<file path="config.mk">
export PLATFORM = sky130hd
export DESIGN_NAME = serial_pattern_tx
export DESIGN_NICKNAME = d
export VERILOG_FILES = /design/src/rtl/serial_pattern_tx.sv
export SDC_FILE = /design/constraint.sdc
export NUM_CORES = 1
export LEC_CHECK = 0
export ABC_AREA = 0
export CAP_MARGIN = 20
export CORE_ASPECT_RATIO = 1.1
export CORE_MARGIN = 2
export CORE_UTILIZATION = 45
export DETAILED_ROUTE_END_ITERATION = 10
export PLACE_DENSITY_LB_ADDON = 0.3
export SETUP_SLACK_MARGIN = 0.3
export SYNTH_ARGS = -nofsm -noshare
export SYNTH_HDL_FRONTEND = slang
export SYNTH_SLANG_ARGS = --single-unit
</file>
<file path="constraint.sdc">
create_clock -name clk -period 1.8 [get_ports clk]
set_input_delay 0.18 -clock clk [delete_from_list [all_inputs] [get_ports clk]]
set_output_delay 0.18 -clock clk [all_outputs]
set_load 0.01 [all_outputs]
</file>
<file path="src/rtl/serial_pattern_tx.sv">
// Parallel-to-serial transmitter: shifts a WIDTH-bit word out MSB-first with dvalid, then idles for GAP cycles.
// Latency: first bit one cycle after accept; accepts are spaced WIDTH+GAP+1 cycles; load is ignored while ready=0.
module serial_pattern_tx #(
  parameter int WIDTH = 8,
  parameter int GAP   = 2
) (
  input  logic             clk,
  input  logic             rst,
  input  logic             load,
  input  logic [WIDTH-1:0] data,
  output logic             ready,
  output logic             dout,
  output logic             dvalid,
  output logic             done
);

  localparam int BW = $clog2(WIDTH);
  localparam int GW = (GAP > 1) ? $clog2(GAP) : 1;
  localparam logic [BW-1:0] BIT_LAST = BW'(WIDTH - 1);
  localparam logic [GW-1:0] GAP_LOAD = (GAP > 0) ? GW'(GAP - 1) : '0;

  typedef enum logic [1:0] {
    ST_IDLE,
    ST_SHIFT,
    ST_GAP
  } state_t;

  state_t           state_q, state_nxt;
  logic [WIDTH-1:0] shift_q, shift_nxt;
  logic [BW-1:0]    bit_q, bit_nxt;
  logic [GW-1:0]    gap_q, gap_nxt;
  logic             done_nxt;

  always_comb begin
    state_nxt = state_q;
    shift_nxt = shift_q;
    bit_nxt   = bit_q;
    gap_nxt   = gap_q;
    done_nxt  = 1'b0;
    case (state_q)
      ST_IDLE: begin
        if (load) begin
          shift_nxt = data;
          bit_nxt   = BIT_LAST;
          state_nxt = ST_SHIFT;
        end
      end
      ST_SHIFT: begin
        // Shifting in zeros leaves the register clear once the word is out,
        // so dout reads 0 in IDLE/GAP without extra gating.
        shift_nxt = {shift_q[WIDTH-2:0], 1'b0};
        bit_nxt   = bit_q - BW'(1);
        if (bit_q == '0) begin
          bit_nxt  = '0;
          done_nxt = 1'b1;
          if (GAP > 0) begin
            gap_nxt   = GAP_LOAD;
            state_nxt = ST_GAP;
          end else begin
            state_nxt = ST_IDLE;
          end
        end
      end
      ST_GAP: begin
        if (gap_q == '0) begin
          state_nxt = ST_IDLE;
        end else begin
          gap_nxt = gap_q - GW'(1);
        end
      end
      default: state_nxt = ST_IDLE;
    endcase
  end

  always_ff @(posedge clk) begin
    if (rst) begin
      state_q <= ST_IDLE;
      shift_q <= '0;
      bit_q   <= '0;
      gap_q   <= '0;
      done    <= 1'b0;
      dvalid  <= 1'b0;
      ready   <= 1'b1;
    end else begin
      state_q <= state_nxt;
      shift_q <= shift_nxt;
      bit_q   <= bit_nxt;
      gap_q   <= gap_nxt;
      done    <= done_nxt;
      dvalid  <= (state_nxt == ST_SHIFT);
      ready   <= (state_nxt == ST_IDLE);
    end
  end

  assign dout = shift_q[WIDTH-1];

endmodule

</file>
==> run_results.csv <==
group,metric,value,unit
worst_hold_path,hold_end,"bit_q[2]",
placed_design,dpl.hpwl,902,µm
synthesis,synth_area,712,µm²
finish,num-fill-cells,141,
placed_design,port_buffers,14,
worst_hold_path,min_from,"bit_q[2]",
die,start_util,0.468,
synthesis,synth.avg_cell_area,9.25,µm²
route,drcViolationCount,0,
worst_hold_path,worstHoldPathCells,2,
timing,fin_skew,7.05,ps
outcome,outcome,"completed",
timing,fin_hold_ws,509,ps
power_and_ir_drop,p_per_area,950,nW/µm²
route,routed_wl,1210,µm
placed_design,placed_area,836,µm²
route,first_pass_iters,4,
synthesis,yosys.area.top_type,"dfxtp_1",
clock_tree,cts_resized,0,
clock_tree,ctsHoldBuffers,0,
synthesis,synth-seq-cells,17,
die,io_pins,15,
die,design.core.area,1520,µm²
global_routing,grt-ovfl-total,0,
route,drt_iter0_drc,5,
global_routing,antenna_found_initial,0,
synthesis,synth_top_area_share,0.478,
placed_design,place_congestion,0.671,
die,die_x,41.9,µm
clock_tree,path_clk_slew,110,ps
synthesis,async_reset_ff_frac,0,
synthesis,synth_edf_count,0,
finish,area_growth,21.3,%
timing,hold_viol,0,
synthesis,synth.distinct_cells,21,
run,drv_cap,0,
synthesis,synthTopCellsByArea,"dfxtp_1, a211oi_1, nor2_1, mux2i_1, ha_1",
power_and_ir_drop,leakage,0.349,nW
global_routing,grt_pass1_vias,493,
route,routedWlPerCell,11.3,µm
clock_tree,cts_sinks,17,
die,die_area,1920,µm²
clock_tree,cts_buffers,3,
critical_path,cp.required,1620,ps
finish,nets,104,
route,antenna_left,0,
synthesis,netlist_instances,77,
synthesis,synth_most_common_cell,"dfxtp_1",
synthesis,yosysWarnings,0,
finish,multi_input_area,319,µm²
global_routing,grt_max_degree,18,
critical_path,path_delay_family,"buffers and inverters",
clock_tree,cts_tree,"built",
clock_tree,root_buffer,"clkbuf_4",
power_and_ir_drop,vdd_drop_max,0.538,mV
clock_tree,clk_latency,280,ps
die,placementRows,15,
critical_path,r2r_setup_slack,540,ps
timing,fmax,746,MHz
timing,rsz0062_at_grt,"no",
synthesis,ys_top_cells_by_count,"dfxtp_1, nor2_1, a211oi_1",
finish,ff_latch_area,340,µm²
timing,setup_viol,0,
critical_path,cp_max_fo,2,
critical_path,path_cells,"clkdlybuf4s50_1",
route,vias,545,
timing,slew_headroom,0.614,
synthesis,yosysSeqAreaShare,0.478,
finish,final_cell_area,863,µm²
timing,drv_slew,0,
finish,layout-drive-gt1-share,0.0556,
critical_path,slowest_stage,"clkdlybuf4s50_1",
critical_path,r2r_start,"state_q[1]",
critical_path,endpoint_kind,"primary output",
clock_tree,clockBufferDepth,2,
synthesis,synth_nets,90,
synthesis,ys.flop_type,"dfxtp_1",
critical_path,worstPathArrival,1160,ps
timing,tns,0,ps
finish,n_antenna_cell,0,
critical_path,path_class,"flip-flop to primary output",
global_routing,grtUsageTotal,0.141,
worst_hold_path,hp-class,"flip-flop to flip-flop",
timing,worst_pin_slew,577,ps
die,die_h,45.7,µm
critical_path,cpPeakStageDelay,530,ps
clock_tree,post_cts_buffers,0,
timing,min_period,1340,ps
route,viasPerCell,5.09,
global_routing,grt_pass1_wl,2040,µm
critical_path,r2r_cells,3,
critical_path,reg2reg_to,"shift_q[1]",
clock_tree,cts_max_level,1,
timing,fin_crit_sh,0.744,
critical_path,cp-start-kind,"flip-flop",
critical_path,cp_num_buf_inv,1,
==> layer usage <==
metal	part of all wire	vias to the layer above	track usage
li1	-	297	-
met1	0.53	236	0.183
met2	0.42	10	0.225
met3	0.035	2	0.0357
met4	0.0099	0	0.0581
met5	0	-	0
==> placed cells by master (no fill, tap or decap) <==
cell	synthesis	final
a21oi_1	3	3
nand2b_1	2	2
mux2i_1	4	4
a211oi_1	8	8
a21o_1	1	1
nor2_1	14	14
dfxtp_1	17	17
o21ba_2	1	1
inv_1	4	4
clkinv_2	0	1
clkdlybuf4s50_1	0	14
o21bai_1	1	1
nand3_1	2	2
o22ai_1	3	3
nor3b_1	3	3
nand2_1	1	1
clkbuf_4	0	3
o21ai_0	3	3
ha_1	2	2
nor3_1	2	2
a32oi_1	1	1
==> worst max-delay path by stage <==
stage          cells after the start  slack [ps]          to  startpoint
3_5_place_dp                       4         400  shift_q[6]        load
3_3_place_gp                       4         420  shift_q[2]        load
2_1_floorplan                      5         750    bit_q[1]  state_q[0]
6_report                           1         460        dout  shift_q[7]
4_1_cts                            1         450        dout  shift_q[7]
5_1_grt                            1         410        dout  shift_q[7]
==> power breakdown <==
| part | internal [W] | switching [W] |
|---|---|---|
| Clock | 0.0000822 | 0.000118 |
| Sequential | 0.000420 | 0.0000284 |
| Combinational | 0.0000886 | 0.0000831 |
| Total | 0.000591 | 0.000230 |
==> stage by stage <==
stage	setup WS [ps]	power, W	cells	utilization
2_1_floorplan	751	0.000580	77	-
3_3_place_gp	424	0.000627	103	0.550
3_5_place_dp	398	0.000629	103	0.550
4_1_cts	448	0.000826	107	0.568
5_1_grt	413	0.000866	107	0.568
6_report	460	0.000820	107	0.568
==> flip-flops by register name, summed over array words and instances, names as in the netlist <==
signal / cells
bit_q: 3
done: 1
dvalid: 1
gap_q: 1
ready: 1
shift_q: 8
state_q: 2
==> logic make-up (layout without fill, tap and decap cells) <==
kind of cell / count (synthesis) / count (layout) / synth area share
AOI/OAI and AO/OA: 21 / 21 / 0.200
adders and majority gates: 2 / 2 / 0.0351
buffers and inverters: 9 / 22 / 0.0738
DFF: 17 / 17 / 0.478
muxes: 4 / 4 / 0.0562
and+or+nand+nor: 24 / 24 / 0.156
==> area by class of cell <==
class	instances	share of cell area
sequential	17	0.394
multi-input combinational	51	0.370
timing repair buffer	14	0.162
clock buffer	3	0.0261
tap	17	0.0246
inverter	4	0.0174
clock inverter	1	0.00580
Note: power is estimated with default switching activity, not from simulation.
==> RTL change (config.mk and constraints unchanged) <==
Reset style: asynchronous (`rst`), changed in one clocked block.
--- a/src/rtl/serial_pattern_tx.sv
+++ b/src/rtl/serial_pattern_tx.sv
@@ -73,5 +73,5 @@
   end
 
-  always_ff @(posedge clk) begin
+  always_ff @(posedge clk or posedge rst) begin
     if (rst) begin
       state_q <= ST_IDLE;
Behaviour: differs if rst is asserted again (counterexample within 4 cycles, from zero or initial values and one cycle with rst high); with rst held inactive, the same outputs for 10 cycles.
==> RTL change against the unedited design <==
  * Design area is 16% higher
  * Register-to-register slack improved by 20 ps
  * Via count increased by 3.9%
  * Setup slack worse by 16 ps
  * Area after synthesis rose by 18%
  * Sequential cell count unchanged
  * Routed wire length increased by 17%
  * Critical path type unchanged
Power is not compared: it rests on default switching activity, and its combinational part moved more than twofold at a synthesized area within 25%.
==> RTL change: results (changes against the unedited design) <==
- Total GRT Usage: 17.0% (was 14.1%)
- Pre-antenna DRT Iters: 4 (unchanged)
- R2R cell count: 2 (was 3)
- Clock Skews: 1.33 ps (was 7.05 ps)
- First-pass GRT wire length: 2.66 mm (was 2.04 mm)
- Critical Path Sink: dout (unchanged)
- Hpwl dp: 1.03 mm (was 902 microns)
- Min-delay worst type: primary input to asynchronous set/reset pin (was flop to flop)
- Via/cell ratio: 5.29 (was 5.09)
- DR iter-0 viols: 13 (was 5)
- Mux contribution to synthesized area: 0% (was 5.62%)
- M2 GR Usage: 23.6% (was 22.5%)
- Synth top cells by count: dfrtp_1, nand2_1, o21ai_2, a22oi_2 (was dfxtp_1, nor2_1, a211oi_1, inv_1, mux2i_1)
- Post-Synth XOR/XNOR Area: 0% (unchanged)
- R2R Path End: bit_q[0] (was shift_q[1])
- Nets: 101 (was 104)
- Compound-Gate Fraction of Synth Area: 30.1% (was 20.0%)
- Worst setup path startpoint: shift_q[7] (unchanged)
- Vias in the first global route: 557 (was 493)
- Distinct cells, synth: 24 (was 21)
- Sw Share: 38.5%
- R2R Path Start: state_q[0] (was state_q[1])
- Synth area leaders: dfrtp_1, a22oi_2, o21ai_2, nand2_1, buf_6 (was dfxtp_1, a211oi_1, nor2_1, mux2i_1, ha_1)
- Met1 Resource Use GR: 23.2% (was 18.3%)
- Antenna cells: 0 (unchanged)
- FF-to-FF setup slack: 560 ps (was 540 ps)
- Status: complete, no violations (unchanged)
- Number of port buffers: 14 (unchanged)
- RePlAce Congestion: 0.716 (was 0.671)
- Sequential area share after synthesis: 50.6% (was 47.8%)
- Synth Area in Adders: 0% (was 3.51%)
- Pre-CTS WS: 425 ps (was 398 ps)
- Layout cells sized above 1: 32.6% (was 5.56%)
- Total CTS buffers: 3 (unchanged)
- Mapped Nets: 84 (was 90)
- Largest net degree at the start of global routing: 18 (unchanged)
- Biggest regs: shift_q x8, bit_q x3, state_q x2 (unchanged)
- Initial antenna violation count: 0 (unchanged)
- Min cycle time layout: 1360 ps (was 1340 ps)
- CTS clk-pin slew, worst paths: 90 ps (was 110 ps)
- Rel. slew slack: 56.5% (was 61.4%)
- Clk_lat worst skew: 290 ps
- Post-synth EDFFs: 0 (unchanged)
- M3 GR Usage: 4.44% (was 3.57%)
- Layer with the highest usage: met2 (unchanged)
- DRT Wirelength: 1.41 mm (was 1.21 mm)
- Ys async rst share: 100% (was 0%)
- Crit path DAT: 1180 ps (was 1160 ps)
==> RTL change: metal layers <==
| layer | part of all wire, % | wire length, microns | vias to the layer above |
|---|---|---|---|
| met3 | 2.7 | 38 | 3 |
| met1 | 47 | 667 | 266 |
| met4 | 2.5 | 35 | 0 |
| met2 | 48 | 673 | 13 |
| met5 | 0 | 0 | - |
| li1 | - | - | 284 |
==> RTL change: how the worst min path moves through the flow <==
| stage | slack [ps] | depth (start not counted) | end | from |
|---|---|---|---|---|
| after floorplan | 110 | 1 | bit_q[0] | rst |
| after global placement | 470 | 2 | shift_q[7] | shift_q[7] |
| after detailed placement | 470 | 2 | shift_q[7] | shift_q[7] |
| after CTS | 290 | 2 | shift_q[5] | rst |
| after global routing | 340 | 2 | shift_q[3] | rst |
| final | 270 | 2 | shift_q[6] | rst |
==> RTL change: power by group through the flow <==
stage	Combinational, mW	Sequential, mW	Clock, mW
3_5_place_dp	0.778	0.733	0
2_1_floorplan	0.652	0.692	0
4_1_cts	0.772	0.726	0.215
3_3_place_gp	0.761	0.730	0
5_1_grt	0.860	0.757	0.241
6_report	0.757	0.724	0.205
==> RTL change: cells by family after synthesis <==
family / Yosys count
buffers and inverters: 9
and+or+nand+nor: 18
AOI/OAI and AO/OA: 29
DFF: 17
==> RTL change: metrics by stage <==
stage	instances	area (sq um)	utilization, %
floorplan	73	843	-
global placement	103	980	55.0
detailed placement	103	980	55.0
CTS	107	1000	56.4
global route	107	1000	56.4
finish	107	1000	56.4
==> RTL change: repair_timing <==
action                                  in CTS  in global routing
endpoints found under the setup margin       1                  0
hold endpoints to repair                     0                  0
resized for setup                            1                  0
setup buffers                                0                  0
==> RTL change: final cells by class <==
type                            count  area, sq um
Multi-Input combinational cell     47          353
Timing Repair Buffer               17          161
Clock buffer                        4         26.3
Inverter                            4         15.0
Tap cell                           18         22.5
Sequential cell                    17          427
Fill cell                         168          777
